$ cat config.mk
export PLATFORM = sky130hd
export DESIGN_NAME = led_effect_sequencer
export DESIGN_NICKNAME = d
export VERILOG_FILES = /design/src/rtl/led_effect_sequencer.sv
export SDC_FILE = /design/constraint.sdc
export NUM_CORES = 1
export LEC_CHECK = 0
export CORE_UTILIZATION = 35
export DETAILED_ROUTE_END_ITERATION = 7
export HOLD_SLACK_MARGIN = 0.1
export PLACE_DENSITY = 0.58
export SETUP_SLACK_MARGIN = 0.1
export SLEW_MARGIN = 20
export SYNTH_ARGS = -nofsm -noshare
export SYNTH_HDL_FRONTEND = slang
export SYNTH_SLANG_ARGS = --single-unit
export TNS_END_PERCENT = 10
$ cat constraint.sdc
create_clock -name clk -period 2.7 [get_ports clk]
set_input_delay 0.405 -clock clk [delete_from_list [all_inputs] [get_ports clk]]
set_output_delay 0.405 -clock clk [all_outputs]
set_load 0.1 [all_outputs]
$ cat src/rtl/led_effect_sequencer.sv
`default_nettype none
// ============================================================================
// led_effect_sequencer : four-effect, four-speed 8-LED pattern sequencer
// Revision 1.0 - initial release
// ============================================================================
module led_effect_sequencer #(
   parameter int BASE_DIV = 12_500_000
) (
   input  logic       clk,
   input  logic       reset,
   input  logic       mode_tick,
   input  logic       speed_tick,
   input  logic       pause_tick,
   output logic [7:0] q,
   output logic [1:0] mode,
   output logic [1:0] speed,
   output logic       running
);

   localparam int CW = $clog2(BASE_DIV);

   localparam logic [1:0] MODE_COUNT  = 2'd0;
   localparam logic [1:0] MODE_RUN    = 2'd1;
   localparam logic [1:0] MODE_BOUNCE = 2'd2;
   localparam logic [1:0] MODE_FILL   = 2'd3;

   typedef enum logic {DIR_LEFT = 1'b0, DIR_RIGHT = 1'b1} dir_t;
   typedef enum logic {PH_FILL = 1'b0, PH_EMPTY = 1'b1} phase_t;

   logic [CW-1:0] cnt;
   logic [CW-1:0] period_m1;
   logic          step_due;
   logic [1:0]    mode_nxt;
   logic [7:0]    start_q;
   logic [7:0]    q_step;
   dir_t          dir, dir_nxt;
   phase_t        phase, phase_nxt;

   // BASE_DIV itself may not fit in CW bits, so subtract before narrowing
   assign period_m1 = CW'((BASE_DIV >> speed) - 1);
   assign step_due  = running && (cnt == period_m1);
   assign mode_nxt  = mode + 2'd1;
   assign start_q   = (mode_nxt == MODE_RUN || mode_nxt == MODE_BOUNCE) ? 8'h01 : 8'h00;

   always_comb begin
      q_step    = q;
      dir_nxt   = dir;
      phase_nxt = phase;
      case (mode)
         MODE_COUNT: q_step = q + 8'd1;
         MODE_RUN:   q_step = {q[6:0], q[7]};
         MODE_BOUNCE: begin
            if (dir == DIR_LEFT) begin
               q_step = {q[6:0], 1'b0};
               if (q[6]) dir_nxt = DIR_RIGHT;
            end else begin
               q_step = {1'b0, q[7:1]};
               if (q[1]) dir_nxt = DIR_LEFT;
            end
         end
         MODE_FILL: begin
            if (phase == PH_FILL) begin
               q_step = {q[6:0], 1'b1};
               if (q[6:0] == 7'h7F) phase_nxt = PH_EMPTY;
            end else begin
               q_step = {q[6:0], 1'b0};
               if (q[6:0] == 7'h00) phase_nxt = PH_FILL;
            end
         end
         default: q_step = q;
      endcase
   end

   always_ff @(posedge clk) begin
      if (reset) begin
         q       <= 8'h00;
         mode    <= MODE_COUNT;
         speed   <= 2'd0;
         running <= 1'b1;
         cnt     <= '0;
         dir     <= DIR_LEFT;
         phase   <= PH_FILL;
      end else begin
         if (pause_tick) running <= ~running;
         if (speed_tick) speed <= speed + 2'd1;

         // A mode reload or a speed change both discard any step due this cycle
         if (mode_tick) begin
            mode  <= mode_nxt;
            q     <= start_q;
            dir   <= DIR_LEFT;
            phase <= PH_FILL;
            cnt   <= '0;
         end else if (speed_tick) begin
            cnt <= '0;
         end else if (running) begin
            if (step_due) begin
               cnt   <= '0;
               q     <= q_step;
               dir   <= dir_nxt;
               phase <= phase_nxt;
            end else begin
               cnt <= cnt + 1'b1;
            end
         end
      end
   end

endmodule
`default_nettype wire

-- After elaboration in Yosys (flattened, before gate mapping)
Index checks and enable logic that the tools add are counted.
- eq/ne operators: 8
- shift-type cells: 1
- add/sub/neg operators: 5
- bitwise logic cells: 2
- muxes and demuxes: 15
- reductions and logical operators: 11
- operators by type and width (operator ; number):
    8-bit 2-to-1 mux ; 5
    8-bit one-hot mux with 4 select lines ; 1
    24-bit by 1-bit adder with 24-bit output (second input constant) ; 1
    24-bit == test ; 1
    24-bit 2-to-1 mux ; 1
    24-bit by 2-bit right shift with 24-bit output (first input constant) ; 1
    24-bit by 2-bit subtractor with 24-bit output (second input constant) ; 1
    8-bit by 1-bit adder with 8-bit output (second input constant) ; 1
    1-bit 2-to-1 mux ; 8
    4-bit AND reduction ; 2
    7-bit == test (second input constant) ; 1
    7-bit logical NOT ; 1
    2-bit == test (second input constant) ; 3
    2-bit by 1-bit adder with 2-bit output (second input constant) ; 2
    2-bit by 1-bit == test with 1-bit output (second input constant) ; 2
    2-bit nonzero test ; 2
    3-bit AND reduction ; 1
    3-bit OR reduction ; 1
    2-bit logical NOT ; 1
    2-bit inequality test (second input constant) ; 1
    1-bit inverter ; 2
    2-bit OR reduction ; 1
    1-bit logical AND ; 1
    1-bit logical OR ; 1
- input port bits: 5
- register bits after elaboration: 39
- logic and storage cells: 49
- output and inout port bits: 13

-- Depth between registers and ports, before layout
- depth in word-level cells: 8
- depth in mapped cells: 12
- depth with buffers taken out: 10

-- Worst setup path before layout
No wires, ideal clock.
- kind: flip-flop to flip-flop
- start point: register speed[0]
- end point: register cnt[1]
- data required time: 2637 ps
- path slack: -991 ps
- library setup time: 63 ps
- cell stages (with the launch flop): 12
- arrival time: 3628 ps
- period minus slack after synthesis: 3691 ps
- buffers on the path: 2
- cells stage by stage: dfxtp_1 > inv_1 > ha_1 > ha_1 > or4b_4 > o31a_1 > o2111ai_2 > nor3_1 > or3_1 > buf_6 > buf_12 > nor2_4
- cells in the longest elaborated chain, start to end: 5
- RTL lines (what ; RTL line ; RTL):
    start: declaration ; 16 ; output logic [1:0] speed,
    start signal: assignment ; 85 ; if (speed_tick) speed <= speed + 2'd1;
    24-bit by 2-bit right shift with 24-bit output ; 40 ; assign period_m1 = CW'((BASE_DIV >> speed) - 1);
    24-bit by 2-bit subtractor with 24-bit output ; 40 ;
    24-bit == test ; 41 ; assign step_due = running && (cnt == period_m1);
    1-bit logical AND ; 41 ;
    24-bit 2-to-1 mux ; 97 ; if (step_due) begin
    end signal: assignment ; 103 ; cnt <= cnt + 1'b1;
    end: declaration ; 30 ; logic [CW-1:0] cnt;
Every way passes these cells.
A chain may end at the register's enable or synchronous reset.

-- Final worst setup path
- start point: register speed[0]
- end point: register cnt[8]
The elaborated chain is that of the path after synthesis.

==> impl_metrics.ini <==
[pwr]
p_sw_mw = 0.418
power_mw = 1.36
peakVddDrop_mv = 0.245
p_clk_share_pct = 35.4
p_seq_share_pct = 44.5
switching_share_pct = 30.7
leakage_nw = 1.09
p_int_mw = 0.943
pwr-share-comb_pct = 20.1
p_per_area_nw_per_um2 = 431

[setup_path]
cp-start-kind = flop
crit_required_ns = 2.94
critPathBufInv = 2
worstSetupPathType = flop to flop
critical-path-top-delay-family = simple AND/OR/NAND/NOR gates
slowest_delay_ns = 0.50
worstPathArrival_ns = 2.81
crit_chain = inv_4 > ha_4 > ha_4 > or4b_4 > o31a_1 > o2111ai_2 > nor3_2 > or3_4 > buf_12 > nor2_1
crit_fanout = 13
slowest_stage = or4b_4
crit_top_cell = ha_4
end_kind = flop

[logic_synthesis]
yosysTopAreaCell = dfxtp_1
synth_top_area_share_pct = 29.9
yosys.cell_types.count = 50
ys_top_cells_by_count = dfxtp_1 (39), nand2_1 (23), nor2_4 (20)
yosysMostFrequentCell = dfxtp_1
synthAdderAreaFrac_pct = 8.14
yosys.area_share.simple_pct = 30.0
synth_xor_area_share_pct = 12.1
synthFlopType = dfxtp_1
synth_edf_count = 0
netlist_area_sq_um = 2610
ys_seq_elements = 39
synth_compound_area_share_pct = 12.6
async_flop_share_pct = 0
ys_seq_area_share_pct = 29.9
syn_inst = 291
syn_avg_cell_area_sq_um = 8.98
syn-num-nets = 313
synth_mux_area_share_pct = 1.53
synth_top_family_by_area = simple AND/OR/NAND/NOR gates
yosysWarnings = 0
synth_area_leaders = dfxtp_1 (30%), nor2_4 (8.6%), ha_1 (8.1%), xnor2_1 (6.0%), xor2_1 (6.0%)

[sta]
slew_viol_final = 0
fmax_ghz = 0.389
rsz0062_at_grt = yes
setup_violations = 0
slew_headroom_pct = 56.1
post-route-period-util_pct = 95.3
tightest_slew_ns = 0.657
hold_viol = 0
min_period_ns = 2.57
finClkSkew_ns = 0.00879

[clock_tree]
clkSinkCount = 39
clk_pin_slew_ns = 0.08
clkLatencyLatePin_ns = 0.30
htree_levels = 2
cts_tree = yes
cts_made_buffers = 5
cts_buffer_depth = 2
cts_hold_buf = 0
cts_root_buf = clkbuf_8

[outcome]
outcome = finished clean

[floorplan]
dieArea_sq_um = 7820
boundaryPins = 18
core_sq_um = 7250
start_util_pct = 36.0
rows = 31
fp.dieW_microns = 88.4
die_h_microns = 88.4

[drt]
via_per_inst = 5.07
dr.pass1.iters = 4
drc = 0
drt_iter0_markers = 146
wl_per_cell_microns = 13.6
final_antenna_net_count = 0
vias = 2123
wl_microns = 5680

[global_routing]
grt_pass1_vias = 1914
grt_use_total_pct = 15.7
antenna_found_initial = 0
grt_pass1_wl_microns = 9470
overflow = 0
grt_max_degree = 20

[place]
placed_area_sq_um = 2930
dp_hpwl_microns = 4060
gp_congestion = 0.764
port-buffer-count = 17

[final_layout]
drive_gt1_share_pct = 27.2
n_antenna_cell = 0
syn2layout_area_growth_pct = 20.9
finalInstanceArea_sq_um = 3160
fin_nets = 341

[flow_run]
max_cap_viol_count = 0

[worst_hold_path]
min_path_type = flop to flop
worst register-to-register path, delay by kind of cell, from the launching register on:
kind,cells,cell delay (ns)
flip-flops,1,0.38
buffers and inverters,2,0.23
AO/OA/AOI/OAI,2,0.53
AND/OR/NAND/NOR,4,1.07
adder cells (fa/ha/maj),2,0.31
cell families (layout without fill, tap and decap cells):
family / after synthesis / after routing
simple gates: 124 / 124
compound gates: 43 / 43
flops: 39 / 39
xor+xnor: 36 / 36
buf+inv: 28 / 57
fa+ha+maj: 17 / 17
mux: 4 / 4
routing by layer:
metal	GRT usage, %	part of all wire [%]
met4	5.57	1.9
met1	22.6	51
met2	23.1	45
met3	3.36	2.6
met5	0	0
placed cells by master, fill, tap and decap left out, types with 8 or more instances in the layout:
cell / count
nand3_1: 14
nor2_4: 20
nor2_1: 19
ha_1: 14
inv_1: 10
nand4_1: 8
xor2_1: 18
xnor2_1: 18
dfxtp_1: 37
buf_4: 29
nand2_1: 23
metrics by stage:
| stage | worst slack, ns | hold slack [ns] | util (%) | cells | setup TNS [ns] |
|---|---|---|---|---|---|
| final | 0.128 | 0.539 | 43.6 | 419 | 0 |
| after global routing | 0.0329 | 0.578 | 43.6 | 419 | 0 |
| after CTS | 0.0397 | 0.543 | 42.0 | 412 | 0 |
| after detailed placement | -0.0263 | 0.532 | 40.4 | 404 | -0.275 |
| after global placement | 0.0284 | 0.525 | 40.4 | 404 | 0 |
| after floorplan | -0.142 | 0.505 | - | 291 | -3.43 |
sequential cells by signal (all words and copies together), names as in the netlist:
| register | flops |
|---|---|
| dir | 1 |
| q | 8 |
| phase | 1 |
| cnt | 24 |
| speed | 2 |
| running | 1 |
| mode | 2 |
path summary, 6_finish.rpt:
kind / start / end / slack (ns) / cells past startpoint
min: phase / phase / 0.54 / 2
max: speed[0] / cnt[8] / 0.13 / 10
min reg2reg: phase / phase / 0.54 / 2
max reg2reg: speed[0] / cnt[8] / 0.13 / 10
area by class of cell:
class | count | area, sq um
sequential | 39 | 788
timing repair buffer | 37 | 320
inverter | 12 | 47.5
tap | 99 | 124
clock buffer | 7 | 108
fill | 716 | 4090
multi-input combinational | 224 | 1770
clock inverter | 1 | 5.00
power groups by stage:
stage               Sequential [mW]  Combinational (mW)  Clock [mW]
CTS                           0.605               0.268       0.498
global placement              0.617               0.264           0
finish                        0.607               0.273       0.482
global route                  0.610               0.294       0.527
detailed placement            0.619               0.266           0
floorplan                     0.681               0.140           0
timing repair:
action                     in CTS  in global routing
pin swaps                       0                  5
setup endpoints to repair      25                 34
gates cloned                    0                  1
resized for setup               1                 13
buffers inserted                0                  6
No activity file was read; power rests on OpenSTA's default activity.
